$ cat config.mk
export PLATFORM = sky130hd
export DESIGN_NAME = push_packet_rx_flat
export DESIGN_NICKNAME = d
export VERILOG_FILES = /design/src/rtl/push_packet_rx_pkg.sv /design/src/rtl/push_packet_rx_if.sv /design/src/rtl/push_packet_rx_timeout_cnt.sv /design/src/rtl/push_packet_rx.sv /design/src/flat_wrapper.sv
export SDC_FILE = /design/constraint.sdc
export NUM_CORES = 1
export LEC_CHECK = 0
export ABC_AREA = 1
export BUFFER_PORTS_ARGS = -buffer_cell sky130_fd_sc_hd__buf_4
export CAP_MARGIN = 25
export CORE_UTILIZATION = 38
export CTS_CLUSTER_SIZE = 16
export DETAILED_ROUTE_END_ITERATION = 6
export PLACE_DENSITY = 0.61
export SLEW_MARGIN = 20
export SYNTH_ARGS = -nofsm -noshare
export SYNTH_HDL_FRONTEND = slang
export SYNTH_SLANG_ARGS = --single-unit
export TNS_END_PERCENT = 30
$ cat constraint.sdc
create_clock -name clk -period 1.6 [get_ports clk]
set_input_delay 0.32 -clock clk [delete_from_list [all_inputs] [get_ports clk]]
set_output_delay 0.32 -clock clk [all_outputs]
set_load 0.02 [all_outputs]
$ cat src/rtl/push_packet_rx_pkg.sv
// push_pkt_pkg: definitions shared by the push-packet sender and receiver.
//   state_e     : receiver FSM states.
//   CRC8_POLY   : CRC-8 generator polynomial (x^8 + x^2 + x + 1).
//   CRC8_INIT   : CRC seed for the first word of a packet.
//   CRC_MAX_W   : widest word crc8_word accepts.
//   crc8_word() : folds one word into a running CRC-8, MSB first.
package push_pkt_pkg;

    typedef enum logic [1:0] {
        IDLE     = 2'd0,
        WAIT_B   = 2'd1,
        WAIT_CRC = 2'd2,
        HOLD     = 2'd3
    } state_e;

    localparam logic [7:0] CRC8_POLY = 8'h07;
    localparam logic [7:0] CRC8_INIT = 8'h00;
    localparam int         CRC_MAX_W = 64;

    // Bit-serial CRC-8, no reflection and no final XOR. Only the low
    // 'width' bits of data are processed, starting from bit width-1.
    function automatic logic [7:0] crc8_word(input logic [7:0]           crc,
                                             input logic [CRC_MAX_W-1:0] data,
                                             input int                   width);
        logic [7:0] c;
        logic       fb;
        c  = crc;
        fb = 1'b0;
        for (int i = CRC_MAX_W - 1; i >= 0; i--) begin
            if (i < width) begin
                fb = c[7] ^ data[i];
                c  = {c[6:0], 1'b0};
                if (fb) begin
                    c = c ^ CRC8_POLY;
                end
            end
        end
        return c;
    endfunction

endpackage

$ cat src/rtl/push_packet_rx_if.sv
// push_packet_rx_if: link-side push handshake plus consumer-side packet
// handshake of the push-packet receiver.
//   in_valid/in_data/in_ready    : word push from the sender.
//   out_valid/out_ready          : packet hand-off to the consumer.
//   pkt_a/pkt_b                  : held packet contents.
//   finish_strb/crc_err/timeout_err : one-cycle status pulses.
// Modports: slave = receiver block, master = sender/consumer side.
interface push_packet_rx_if #(
    parameter int DATA_W = 8
);
    logic              in_valid;
    logic [DATA_W-1:0] in_data;
    logic              in_ready;
    logic              out_valid;
    logic              out_ready;
    logic [DATA_W-1:0] pkt_a;
    logic [DATA_W-1:0] pkt_b;
    logic              finish_strb;
    logic              crc_err;
    logic              timeout_err;

    modport slave (
        input  in_valid, in_data, out_ready,
        output in_ready, out_valid, pkt_a, pkt_b, finish_strb, crc_err, timeout_err
    );

    modport master (
        output in_valid, in_data, out_ready,
        input  in_ready, out_valid, pkt_a, pkt_b, finish_strb, crc_err, timeout_err
    );
endinterface

$ cat src/rtl/push_packet_rx_timeout_cnt.sv
// push_pkt_timeout_cnt: idle-cycle counter with clear, enable and a
// reach-limit flag. The count saturates at LIMIT so it can never wrap.
// Ports:
//   clk, rstn : clock, asynchronous active-low reset.
//   clr       : force the count to zero (wins over en).
//   en        : count one more idle cycle.
//   at_limit  : count currently equals LIMIT.
module push_pkt_timeout_cnt #(
    parameter int LIMIT = 15
) (
    input  logic clk,
    input  logic rstn,
    input  logic clr,
    input  logic en,
    output logic at_limit
);
    localparam int               CNT_W   = $clog2(LIMIT + 1);
    localparam logic [CNT_W-1:0] LIMIT_C = CNT_W'(LIMIT);

    logic [CNT_W-1:0] cnt_q;
    logic [CNT_W-1:0] cnt_d;

    // Next count: clear has priority, counting stops at LIMIT.
    always_comb begin
        cnt_d = cnt_q;
        if (clr) begin
            cnt_d = '0;
        end else if (en && (cnt_q != LIMIT_C)) begin
            cnt_d = cnt_q + CNT_W'(1'b1);
        end else begin
            cnt_d = cnt_q;
        end
    end

    // Count register.
    always_ff @(posedge clk or negedge rstn) begin
        if (!rstn) begin
            cnt_q <= '0;
        end else begin
            cnt_q <= cnt_d;
        end
    end

    assign at_limit = (cnt_q == LIMIT_C);
endmodule

$ cat src/rtl/push_packet_rx.sv
// push_packet_rx: receives A, B, CRC words pushed by the sender, checks the
// CRC-8 over A and B, and holds (A, B) for the consumer until taken.
// Aborts a partial packet after TIMEOUT idle cycles between words.
// Ports:
//   clk, rstn : clock, asynchronous active-low reset.
//   bus       : push_packet_rx_if.slave (push handshake, packet handshake,
//               pkt_a/pkt_b, finish_strb/crc_err/timeout_err pulses).
// Build option: PUSH_PACKET_RX_CRC_CHECK_EN builds the CRC checker; without
// it the CRC word is consumed unchecked and crc_err is tied low.
module push_packet_rx
    import push_pkt_pkg::*;
#(
    parameter int DATA_W  = 8,
    parameter int TIMEOUT = 15
) (
    input  logic             clk,
    input  logic             rstn,
    push_packet_rx_if.slave  bus
);
    state_e            state_q, state_d;
    logic [DATA_W-1:0] pkt_a_q, pkt_a_d;
    logic [DATA_W-1:0] pkt_b_q, pkt_b_d;
    logic              out_valid_q, out_valid_d;
    logic              finish_strb_q, finish_strb_d;
    logic              timeout_err_q, timeout_err_d;

    logic in_ready_s;
    logic in_xfer_s;
    logic waiting_s;
    logic cnt_at_limit_s;
    logic cnt_clr_s;
    logic timeout_fire_s;

    // Ready is a state decode, held low while reset is asserted.
    assign in_ready_s     = rstn && (state_q != HOLD);
    assign in_xfer_s      = bus.in_valid && in_ready_s;
    assign waiting_s      = (state_q == WAIT_B) || (state_q == WAIT_CRC);
    // A transfer in the limit cycle wins over the timeout.
    assign timeout_fire_s = waiting_s && !in_xfer_s && cnt_at_limit_s;
    assign cnt_clr_s      = !waiting_s || in_xfer_s || timeout_fire_s;

    push_pkt_timeout_cnt #(
        .LIMIT (TIMEOUT)
    ) u_timeout_cnt (
        .clk      (clk),
        .rstn     (rstn),
        .clr      (cnt_clr_s),
        .en       (waiting_s),
        .at_limit (cnt_at_limit_s)
    );

`ifdef PUSH_PACKET_RX_CRC_CHECK_EN
    logic [7:0]           crc_q, crc_d;
    logic                 crc_err_q, crc_err_d;
    logic [7:0]           crc_next_s;
    logic [CRC_MAX_W-1:0] data_ext_s;

    // Zero-extend the incoming word to the CRC helper's argument width.
    always_comb begin
        data_ext_s              = '0;
        data_ext_s[DATA_W-1:0]  = bus.in_data;
    end

    // Word A starts from the seed; word B extends the running CRC.
    assign crc_next_s = crc8_word((state_q == IDLE) ? CRC8_INIT : crc_q, data_ext_s, DATA_W);
`endif

    // Next-state and next-output logic of the receive FSM.
    always_comb begin
        state_d       = state_q;
        pkt_a_d       = pkt_a_q;
        pkt_b_d       = pkt_b_q;
        out_valid_d   = out_valid_q;
        finish_strb_d = 1'b0;
        timeout_err_d = 1'b0;
`ifdef PUSH_PACKET_RX_CRC_CHECK_EN
        crc_d         = crc_q;
        crc_err_d     = 1'b0;
`endif
        case (state_q)
            IDLE: begin
                if (in_xfer_s) begin
                    pkt_a_d = bus.in_data;
                    state_d = WAIT_B;
`ifdef PUSH_PACKET_RX_CRC_CHECK_EN
                    crc_d   = crc_next_s;
`endif
                end else begin
                    state_d = IDLE;
                end
            end
            WAIT_B: begin
                if (in_xfer_s) begin
                    pkt_b_d = bus.in_data;
                    state_d = WAIT_CRC;
`ifdef PUSH_PACKET_RX_CRC_CHECK_EN
                    crc_d   = crc_next_s;
`endif
                end else if (timeout_fire_s) begin
                    // pkt_a keeps its partial value; it is not presented.
                    timeout_err_d = 1'b1;
                    state_d       = IDLE;
`ifdef PUSH_PACKET_RX_CRC_CHECK_EN
                    crc_d         = CRC8_INIT;
`endif
                end else begin
                    state_d = WAIT_B;
                end
            end
            WAIT_CRC: begin
                if (in_xfer_s) begin
                    finish_strb_d = 1'b1;
                    out_valid_d   = 1'b1;
                    state_d       = HOLD;
`ifdef PUSH_PACKET_RX_CRC_CHECK_EN
                    crc_err_d     = (crc_q != bus.in_data[7:0]);
                    crc_d         = CRC8_INIT;
`endif
                end else if (timeout_fire_s) begin
                    timeout_err_d = 1'b1;
                    state_d       = IDLE;
`ifdef PUSH_PACKET_RX_CRC_CHECK_EN
                    crc_d         = CRC8_INIT;
`endif
                end else begin
                    state_d = WAIT_CRC;
                end
            end
            HOLD: begin
                if (bus.out_ready) begin
                    out_valid_d = 1'b0;
                    state_d     = IDLE;
                end else begin
                    out_valid_d = 1'b1;
                    state_d     = HOLD;
                end
            end
            default: begin
                out_valid_d = 1'b0;
                state_d     = IDLE;
            end
        endcase
    end

    // State and registered outputs.
    always_ff @(posedge clk or negedge rstn) begin
        if (!rstn) begin
            state_q       <= IDLE;
            pkt_a_q       <= '0;
            pkt_b_q       <= '0;
            out_valid_q   <= 1'b0;
            finish_strb_q <= 1'b0;
            timeout_err_q <= 1'b0;
        end else begin
            state_q       <= state_d;
            pkt_a_q       <= pkt_a_d;
            pkt_b_q       <= pkt_b_d;
            out_valid_q   <= out_valid_d;
            finish_strb_q <= finish_strb_d;
            timeout_err_q <= timeout_err_d;
        end
    end

`ifdef PUSH_PACKET_RX_CRC_CHECK_EN
    // Running CRC and error pulse.
    always_ff @(posedge clk or negedge rstn) begin
        if (!rstn) begin
            crc_q     <= CRC8_INIT;
            crc_err_q <= 1'b0;
        end else begin
            crc_q     <= crc_d;
            crc_err_q <= crc_err_d;
        end
    end

    assign bus.crc_err = crc_err_q;
`else
    assign bus.crc_err = 1'b0;
`endif

    assign bus.in_ready    = in_ready_s;
    assign bus.out_valid   = out_valid_q;
    assign bus.pkt_a       = pkt_a_q;
    assign bus.pkt_b       = pkt_b_q;
    assign bus.finish_strb = finish_strb_q;
    assign bus.timeout_err = timeout_err_q;
endmodule

$ cat src/flat_wrapper.sv
// flat-port wrapper written by rule: the top's interface ports become plain ports
module push_packet_rx_flat import push_pkt_pkg::*;
#(
    parameter int DATA_W  = 8,
    parameter int TIMEOUT = 15
)
  (clk, rstn, bus_in_valid, bus_in_data, bus_out_ready, bus_in_ready, bus_out_valid, bus_pkt_a, bus_pkt_b, bus_finish_strb, bus_crc_err, bus_timeout_err);
  push_packet_rx_if #(.DATA_W(DATA_W)) bus_i ();
  input  logic clk;
  input  logic rstn;
  input wire logic [$bits(bus_i.in_valid)-1:0] bus_in_valid;
  input wire logic [$bits(bus_i.in_data)-1:0] bus_in_data;
  input wire logic [$bits(bus_i.out_ready)-1:0] bus_out_ready;
  output wire logic [$bits(bus_i.in_ready)-1:0] bus_in_ready;
  output wire logic [$bits(bus_i.out_valid)-1:0] bus_out_valid;
  output wire logic [$bits(bus_i.pkt_a)-1:0] bus_pkt_a;
  output wire logic [$bits(bus_i.pkt_b)-1:0] bus_pkt_b;
  output wire logic [$bits(bus_i.finish_strb)-1:0] bus_finish_strb;
  output wire logic [$bits(bus_i.crc_err)-1:0] bus_crc_err;
  output wire logic [$bits(bus_i.timeout_err)-1:0] bus_timeout_err;
  assign bus_i.in_valid = bus_in_valid;
  assign bus_i.in_data = bus_in_data;
  assign bus_i.out_ready = bus_out_ready;
  assign bus_in_ready = bus_i.in_ready;
  assign bus_out_valid = bus_i.out_valid;
  assign bus_pkt_a = bus_i.pkt_a;
  assign bus_pkt_b = bus_i.pkt_b;
  assign bus_finish_strb = bus_i.finish_strb;
  assign bus_crc_err = bus_i.crc_err;
  assign bus_timeout_err = bus_i.timeout_err;
  push_packet_rx #(.DATA_W(DATA_W), .TIMEOUT(TIMEOUT)) u_core (.clk(clk), .rstn(rstn), .bus(bus_i));
endmodule
# == Word level (Yosys, flattened, before mapping) ==
# Cells that the tools add are included.
# totals
regBits,25
out_inout_bits,21
input_bits,12
word_cells,49
# op_classes
eq_ne,7
n_reduce_logical,17
addsub,1
n_mux,17
# ops
cell,n
$mux W1,9
$mux W2,4
$mux W4,2
$pmux W2 S4,1
$reduce_and A2 Y1,3
$logic_and A1 B1 Y1,5
$add A4 B1 Y4 const B,1
$eq A2 B2 Y1 const B,2
$eq A4 B4 Y1 const B,1
$ne A4 B4 Y1 const B,1
$reduce_bool A2 Y1,2
$logic_or A1 B1 Y1,3
$eq A2 B1 Y1 const B,1
$logic_not A1 Y1,2
$logic_not A2 Y1,1
$ne A2 B1 Y1 const B,1
$ne A2 B2 Y1 const B,1
$pmux W1 S2,1
$reduce_or A2 Y1,1

# == Depth between registers and ports, before layout ==
# depth
ltp_word,9
ltp_mapped,7
depth_no_buf,7

# == Cells and area by module ==
# A second synthesis with hierarchy kept.
# unflattened
cells_unflattened,132
area_unflattened_um2,1229.9
# by_module_without_submodules
module,n_inst,area_each_um2,cells_each,seq_area_each_um2
push_packet_rx,1,1004.7,103,525.5
push_pkt_timeout_cnt,1,225.2,29,100.1

# == Least setup slack after synthesis ==
# Ideal clock, no wire load.
# synth_path
path_type,reg-to-reg
start,reg u_core.state_q[0]
end,"reg u_core.pkt_a_q[6], in the netlist u_core.bus.pkt_a[6]"
arrival_time_ns,1.255
setup_time_ns,0.118
path_buffers,1
path_slack_ns,0.227
stages_incl_launch_ff,7
cell_sequence,dfrtp_1 ha_1 nor2_4 nand3_4 buf_6 nand2_1 o21ai_2
# synth_via
elab_chain_cells,4
word_cells_on_any_way,5
# synth_rtl
item,line_no,rtl
start: declaration,push_packet_rx.sv:20,"state_e state_q, state_d;"
start signal: assignment,push_packet_rx.sv:155,state_q <= state_d;
$ne A2 B2 Y1,push_packet_rx.sv:35,assign in_ready_s = rstn && (state_q != HOLD);
$logic_and A1 B1 Y1,push_packet_rx.sv:35,
net bus_in_ready,flat_wrapper.sv:14,output wire logic [$bits(bus_i.in_ready)-1:0] bus_in_ready;
$logic_and A1 B1 Y1,push_packet_rx.sv:36,assign in_xfer_s = bus.in_valid && in_ready_s;
$reduce_and A2 Y1 (no line),n/a,
end signal: assignment,push_packet_rx.sv:156,pkt_a_q <= pkt_a_d;
end: declaration,push_packet_rx.sv:21,"logic [DATA_W-1:0] pkt_a_q, pkt_a_d;"
# The timed path passes the listed nets, and every way through them passes these cells.
# A chain may end at the register's enable or synchronous reset.

# == Worst setup path in the final report ==
# layout_path
start,reg u_core.state_q[1]
end,out bus_in_ready
# layout_via
elab_chain_cells,2
# layout_rtl
item,line_no
$ne A2 B2 Y1,push_packet_rx.sv:35
$logic_and A1 B1 Y1,push_packet_rx.sv:35
end: declaration,flat_wrapper.sv:14
# Every way passes these cells.

==> metrics.yaml <==
status:
  status: "finished, final reports clean"
routing:
  routedWlPerCell_um: 12.3
  drtIter0Drc: 38
  drc: 0
  first_pass_iters: 4
  drtAntennaViolNets: 0
  via_count: 875
  vias_per_cell: 4.68
  drt_wl_total_mm: 2.30
logic_synthesis:
  yosysTopAreaCell: "dfrtp_1"
  ys.flop_type: "dfrtp_1"
  syn_avg_cell_area_um2: 9.92
  seq_area_frac_synth_pct: 53.4
  synth_top_area_share_pct: 53.4
  synthArstFlopShare_pct: 100
  synth_common_cells: "dfrtp_1 (25), nand2_1 (25), inv_1 (19)"
  ys_warn_count: 0
  synth-edff-count: 0
  ys_ff_latch: 25
  synthTopCellsByArea: "dfrtp_1 (53%), nand2_1 (8.0%), ha_1 (6.4%)"
  netlist_area_um2: 1170
  syn_nets: 136
  ys_types: 25
  syn_inst: 118
critical_path:
  endpoint_kind: "output pin"
  r2r_end: "u_core.state_q[0]"
  r2r.worst_path.cells: 7
  regToRegSetupSlack_ns: 0.14
  crit_start: "u_core.state_q[1]"
  cp_max_fo: 4
  r2r-start: "u_core.state_q[0]"
  critPathLaunchType: "register"
  endpoint: "bus_in_ready"
  cp.required_ns: 1.28
  critPathKind: "reg -> out"
  timing.critical_path.arrival_ns: 1.23
pwr:
  power_density_nw_per_um2: 1750
  p_seq_share_pct: 39.2
  p_sw_w: 0.00109
  p_comb_share_pct: 50.5
  p_leak_nw: 0.821
  swShare_pct: 41.0
  ir_drop_mv: 0.843
  internal_power_w: 0.00157
  power_w: 0.00266
  pwr-share-clk_pct: 10.3
global_route:
  grt_pass1_vias: 871
  gr-total-overflow: 0
  track_usage_pct: 15.1
  grt_first_pass_wirelength_mm: 3.77
  antenna_found_initial: 0
  grt_max_degree: 22
floorplanning:
  start_util_pct: 41.4
  die_h_um: 57.5
  die_x_um: 57.5
  core_area_um2: 2830
  io_pins: 33
  die-area_um2: 3310
  rows: 19
timing:
  final_max_slew_viol_count: 0
  fin_worst_hold_slack_ns: 0.0167
  hold_viol_final: 0
  fin_crit_sh_pct: 96.7
  max_freq_mhz: 646
  finClkSkew_ns: 0.0122
  fin_crit_ns: 1.55
  setup_viol: 0
  setup_ws_ns: 0.0526
cells_and_area:
  fin_cells: 187
  postLayoutCellArea_um2: 1520
  drive_above_1_share_pct: 39.1
  diodes: 0
  fin_nets: 175
  area.growth.synth_to_final_pct: 29.5
job:
  max_cap_viol_count: 0
placement:
  hpwl_mm: 1.66
  gp_congestion: 0.875
  placement.cell_area_um2: 1440
  dp_cells: 179
  pre_cts_slack_ns: 0.215
  port_buffers: 31
hold_path:
  min_path_type: "in -> async"
clock_network:
  root_buffer: "clkbuf_4"
  htree_levels: 1
  cts_buffer_depth: 2
  cts_tree: "done"
  clk_pin_slew_ns: 0.14
  cts_sinks: 25
  cts_buffers: 3
  clkLatencyLatePin_ns: 0.31
## power groups by stage
stage	clock network (W)	registers, W	logic, W
after global routing	0.000314	0.00108	0.00147
after detailed placement	0	0.00104	0.00129
after floorplan	0	0.00129	0.000545
final	0.000275	0.00104	0.00134
after CTS	0.000293	0.00104	0.00129
after global placement	0	0.00104	0.00126
## worst max-delay path: stages (launching register included)
cell and delay (ns):
dfrtp_1 0.45, ha_4 0.20, nor2_4 0.14, buf_6 0.13
## per-layer routing
| layer | vias up | GRT usage (%) | routed length [um] |
|---|---|---|---|
| met5 | - | 0 | 0 |
| met4 | 0 | 6.97 | 16 |
| met3 | 2 | 2.72 | 104 |
| met2 | 26 | 25.7 | 1200 |
| met1 | 409 | 18.5 | 977 |
| li1 | 438 | - | - |
## per-stage QoR
stage	setup TNS, ns	utilization, %
final	0	53.6
after global routing	-0.00270	53.6
after CTS	0	52.3
after detailed placement	0	50.9
after global placement	0	50.9
after floorplan	0	-
## cells by family (layout without fill, tap and decap cells)
kind of cell / count (synthesis) / after routing / share of synthesized area, %
DFF: 25 / 25 / 53.4
AOI/OAI and AO/OA: 20 / 20 / 11.3
buffers and inverters: 24 / 62 / 9.30
adders and majority gates: 6 / 6 / 6.41
xor gates and xnor gates: 1 / 1 / 0.748
other: 1 / 1 / 0.320
and+or+nand+nor: 41 / 41 / 18.5
## timing repair
item	4_1_cts	5_1_grt
setup buffers	0	3
hold buffers	1	0
hold endpoints to repair	4	0
gates resized for setup	1	2
endpoints found under the setup margin	1	1
## cell type report
cell class                      instances  area, um2
Fill cell                             258       1310
Sequential cell                        25        626
Multi-Input combinational cell         69        449
Timing Repair Buffer                   37        297
Inverter                               21       78.8
Tap cell                               31       38.8
Clock buffer                            3       22.5
Clock inverter                          1       5.00
## cell usage in the layout (no fill, tap or decap), types with 2 or more instances in the layout
cell type | Yosys | layout
a21oi_1 | 3 | 3
buf_4 | 1 | 34
clkbuf_4 | 0 | 3
dfrtp_1 | 25 | 25
ha_1 | 6 | 5
inv_1 | 19 | 19
inv_2 | 2 | 2
nand2_1 | 25 | 25
nand3_1 | 2 | 2
nor2_1 | 2 | 2
nor2_2 | 3 | 3
o21ai_1 | 8 | 8
o21ai_2 | 8 | 8
## how the worst min path moves through the flow
stage,startpoint,cells after the start,to
after CTS,rstn,2,u_core.u_timeout_cnt.cnt_q[1]
after global placement,rstn,1,u_core.state_q[1]
after global routing,rstn,2,u_core.u_timeout_cnt.cnt_q[0]
after floorplan,rstn,0,u_core.bus.finish_strb
after detailed placement,rstn,1,u_core.state_q[0]
final,rstn,2,u_core.u_timeout_cnt.cnt_q[0]
## flip-flops by register name, indices dropped and copies added, names as in the netlist
| register | cells |
|---|---|
| u_core.state_q | 2 |
| u_core.bus.out_valid | 1 |
| u_core.bus.pkt_b | 8 |
| u_core.bus.timeout_err | 1 |
| u_core.u_timeout_cnt.cnt_q | 4 |
| u_core.bus.finish_strb | 1 |
| u_core.bus.pkt_a | 8 |
(Power assumes the default switching activity.)
